$ cat src/rtl/pcs_tx_scrambler_gearbox.sv
// 64b/66b PCS transmit path: self-synchronising x^58+x^39+1 payload scrambler
// feeding a 66-to-DATA_WIDTH bit gearbox; bit 0 is always transmitted first.
module pcs_tx_scrambler_gearbox #(
  parameter int unsigned DATA_WIDTH  = 64,
  parameter bit          SCRAMBLE_EN = 1'b1,
  parameter logic [57:0] SCR_SEED    = 58'h3FF_FFFF_FFFF_FFFF
) (
  input  logic                  i_clk,
  input  logic                  i_reset,
  input  logic [63:0]           i_tx_data,
  input  logic [1:0]            i_tx_header,
  input  logic                  i_tx_valid,
  output logic                  o_tx_ready,
  output logic [DATA_WIDTH-1:0] o_tx_data,
  output logic                  o_tx_valid,
  output logic                  o_underflow
);

  localparam int unsigned BufW = DATA_WIDTH + 66;
  localparam int unsigned OccW = $clog2(DATA_WIDTH + 66);
  localparam logic [OccW-1:0] WordOcc = OccW'(DATA_WIDTH);
  localparam logic [OccW-1:0] BlkOcc  = OccW'(66);

  logic [BufW-1:0] gbox_q, gbox_d, shifted, blk_ext;
  logic [OccW-1:0] occ_q, occ_d, occ_rem;
  logic [57:0]     scr_q, scr_d;
  logic [63:0]     payload;
  logic            started_q;
  logic            fire, accept;

  // Ready depends only on registered state; gated low while reset is held.
  always_comb begin
    fire       = (occ_q >= WordOcc);
    occ_rem    = fire ? (occ_q - WordOcc) : occ_q;
    o_tx_ready = !i_reset && (occ_rem < WordOcc);
    accept     = i_tx_valid && o_tx_ready;
  end

  always_comb begin
    scr_d   = scr_q;
    payload = i_tx_data;
    if (SCRAMBLE_EN) begin
      for (int i = 0; i < 64; i++) begin
        payload[i] = i_tx_data[i] ^ scr_d[38] ^ scr_d[57];
        scr_d      = {scr_d[56:0], payload[i]};
      end
    end
  end

  // Bits above occ are always zero, so the append can simply be OR-ed in.
  always_comb begin
    shifted = fire ? (gbox_q >> DATA_WIDTH) : gbox_q;
    blk_ext = BufW'({payload, i_tx_header});
    gbox_d  = shifted;
    occ_d   = occ_rem;
    if (accept) begin
      gbox_d = shifted | (blk_ext << occ_rem);
      occ_d  = occ_rem + BlkOcc;
    end
  end

  always_comb begin
    o_tx_valid  = fire;
    o_tx_data   = fire ? gbox_q[DATA_WIDTH-1:0] : '0;
    o_underflow = started_q && !fire;
  end

  always_ff @(posedge i_clk or posedge i_reset) begin
    if (i_reset) begin
      gbox_q    <= '0;
      occ_q     <= '0;
      scr_q     <= SCR_SEED;
      started_q <= 1'b0;
    end else begin
      gbox_q    <= gbox_d;
      occ_q     <= occ_d;
      started_q <= started_q | fire;
      if (accept && SCRAMBLE_EN) begin
        scr_q <= scr_d;
      end
    end
  end

endmodule

$ cat config.mk
export PLATFORM = sky130hd
export DESIGN_NAME = pcs_tx_scrambler_gearbox
export DESIGN_NICKNAME = d
export VERILOG_FILES = /design/src/rtl/pcs_tx_scrambler_gearbox.sv
export SDC_FILE = /design/constraint.sdc
export NUM_CORES = 1
export LEC_CHECK = 0
export BUFFER_PORTS_ARGS = -buffer_cell sky130_fd_sc_hd__buf_2
export CORE_UTILIZATION = 62
export CTS_BUF_LIST = sky130_fd_sc_hd__clkbuf_4
export DETAILED_ROUTE_END_ITERATION = 6
export HOLD_SLACK_MARGIN = 0.03
export PLACE_DENSITY = 0.83
export SYNTH_ARGS = -nofsm -noshare
export SYNTH_HDL_FRONTEND = slang
export SYNTH_SLANG_ARGS = --single-unit
$ cat constraint.sdc
create_clock -name i_clk -period 11.72 [get_ports i_clk]
set_clock_uncertainty 0.1 [all_clocks]
set_input_delay 2.344 -clock i_clk [delete_from_list [all_inputs] [get_ports i_clk]]
set_output_delay 2.344 -clock i_clk [all_outputs]
set_load 0.01 [all_outputs]
==> impl_metrics.yaml <==
cells_and_area:
  fin_area_mm2: 0.0152
  regArea_mm2: 0.00498
  area_delta_synth_final_pct: 6.51
  multiInputGateArea_mm2: 0.00870
  mostFrequentLayoutCell: "nand2_1"
  final_nets: 1641
  layout_common_cells: "nand2_1 (218), nor2_1 (150), o21ai_0 (138)"
  layout-drive-gt1-share_pct: 20.6
  fillCellCount: 1885
cts:
  cts.path.max_buffers: 2
  holdBufCountCts: 0
  cts_sinks: 196
  post_cts_buffers: 0
  clk_pin_slew_ns: 0.20
  cts_tree: "done"
  cts_root_buffer: "clkbuf_4"
  htree_num_levels: 4
  ctsResizeCount: 0
  clk-insertion-delay-late_ns: 0.65
  numCtsBuffers: 17
hold_path:
  hold_path_class: "flop to flop"
worst_setup_path:
  cp_top_family: "buffers and inverters"
  critPathMaxFanout: 93
  cpPeakStageDelay_ns: 0.63
  cp_slowest_cell: "dfrtp_4"
  endpoint_kind: "output pin"
  crit_type: "flop to output pin"
  timing.critical_path.cells: "inv_1 > ha_1 > nor4b_1 > nand2_1 > o21a_4 > inv_2 > buf_4 > and2_1 > buf_2"
  critical_path_buf_inv_count: 4
  start_kind: "flop"
  cp_data_required_time_ns: 9.28
  worstPathArrival_ns: 4.19
sta:
  post-route-min-period_ns: 6.64
  finalHoldViolCount: 0
  worst_slack_ns: 5.08
  worstMarginPinSlew_ns: 1.29
  setup-tns-final_ns: 0
  finalSetupViolCount: 0
  hold_slack_ns: 0.381
  fin_crit_sh_pct: 56.6
  drv_slew: 0
  relSlewSlack_pct: 14.3
  rsz0062_at_grt: "false"
  fmax_ghz: 0.151
placement:
  port_buffers: 135
  gp_congestion: 1.03
  post_dp_cell_area_mm2: 0.0149
  dp_hpwl_mm: 38.2
  post-place-ws_ns: 5.81
floorplanning:
  dieWidth_um: 154
  io_pins: 136
  fp-row-count: 55
  start_util_pct: 63.2
  coreArea_mm2: 0.0226
  dieArea_mm2: 0.0237
  die_y_um: 154
synthesis:
  async_flop_share_pct: 100
  synth_seq_cells: 196
  syn_nets: 1589
  yosysWarnings: 0
  syn_inst: 1517
  netlist_area_mm2: 0.0143
  synth_edf_count: 0
  ys_seq_area_share_pct: 34.8
  ys_dominant_reg_cell: "dfrtp_1"
  avgSynthCellArea_um2: 9.43
  synth_cell_types: 77
drt:
  postRouteAntennaNets: 0
  routedWlPerCell_um: 27.5
  vias_per_cell: 6.90
  drt_wl_total_mm: 51.3
  drtIter0Drc: 1970
  drc: 0
  drtPass1Iterations: 6
  vias: 12900
global_routing:
  grt_pass1_wl_mm: 77.3
  grt_pass1_vias: 12200
  antenna_found_initial: 2
  grt.overflow.total: 0
  grt_use_total_pct: 44.5
  grt_max_degree: 133
status:
  outcome: "finished, final reports clean"
flow_run:
  cap_violations: 0
state kept, by name, indices dropped and copies added (netlist names):
register	flops
occ_q	7
gbox_q	130
scr_q	58
started_q	1
cells in the mapped netlist, types with 6 or more instances:
library cell	n	area share (%)
nor2_1	150	3.9
a211oi_1	10	0.52
a21o_1	19	1.0
a211o_1	6	0.37
mux2i_1	81	5.7
nand3_1	16	0.56
o22a_1	8	0.49
a222oi_1	7	0.49
buf_6	6	0.47
o211ai_1	15	0.79
mux4_2	17	2.7
o21ai_0	138	4.8
a32o_1	8	0.56
xnor3_1	29	4.6
inv_1	12	0.31
and2_1	74	3.2
xnor2_1	47	2.9
o2bb2ai_1	7	0.43
o22ai_1	42	1.8
nor3_1	9	0.31
a21oi_1	46	1.6
a221oi_1	10	0.61
nor2b_1	6	0.26
a22o_1	11	0.67
o31ai_1	6	0.31
mux2_2	36	2.8
dfrtp_1	138	24
dfstp_2	58	11
xor2_1	18	1.1
buf_2	10	0.35
a31oi_1	6	0.26
xor3_1	18	3.0
nand2_1	218	5.7
buf_1	15	0.39
clkbuf_1	78	2.0
clkbuf_8	8	0.77
nand2b_1	8	0.35
a22oi_1	14	0.73
o221ai_1	33	2.0
worst min-delay path: cells and delay by family (launching register included):
kind          cells  cell delay, ns
flops             1            0.41
simple gates      2            0.10
final timing paths:
path                                 from             to  slack [ns]  depth (start not counted)
worst min register to register  scr_q[50]      scr_q[50]        0.38                          2
max in group asynchronous         i_reset       occ_q[4]        8.32                          3
worst min-delay path            scr_q[50]      scr_q[50]        0.38                          2
worst max register to register   occ_q[2]     gbox_q[61]        6.73                         11
worst max-delay path             occ_q[2]  o_tx_data[51]        5.08                          9
min in group asynchronous         i_reset       occ_q[5]        1.76                          2
cell type report:
cell class | count | area share, %
Timing Repair Buffer | 154 | 5.37
Inverter | 12 | 0.345
Clock inverter | 15 | 1.27
Sequential cell | 196 | 32.7
Multi-Input combinational cell | 1188 | 57.1
Tap cell | 285 | 2.34
Clock buffer | 17 | 0.838
Antenna cell | 1 | 0.0164
kinds of logic (layout without fill, tap and decap cells):
group,after synthesis,after routing,share of synthesized area (%)
compound gates,432,432,20.5
xor+xnor,122,122,13.2
fa+ha+maj,3,3,0.262
buf+inv,133,198,4.57
flops,196,196,34.8
mux,138,138,11.7
other cells,0,1,0
simple gates,493,493,14.9
layer usage:
layer  share of wire [%]  vias up  GRT usage [%]  wire, µm
met4                 4.4        2           19.1      2240
li1                    -     5587              -         -
met5               0.025        -              0        13
met1                  40     6261           61.3     20500
met2                  43      874           65.7     22200
met3                  12      159           12.6      6350
per-stage QoR:
step | std cells | utilization (%)
2_1_floorplan | 1517 | -
3_3_place_gp | 1835 | 65.9
3_5_place_dp | 1835 | 65.9
4_1_cts | 1867 | 67.3
5_1_grt | 1868 | 67.3
6_report | 1868 | 67.3
Power is not shown: default switching activity piles up to over one toggle a cycle in this logic, so the estimate is an artifact.
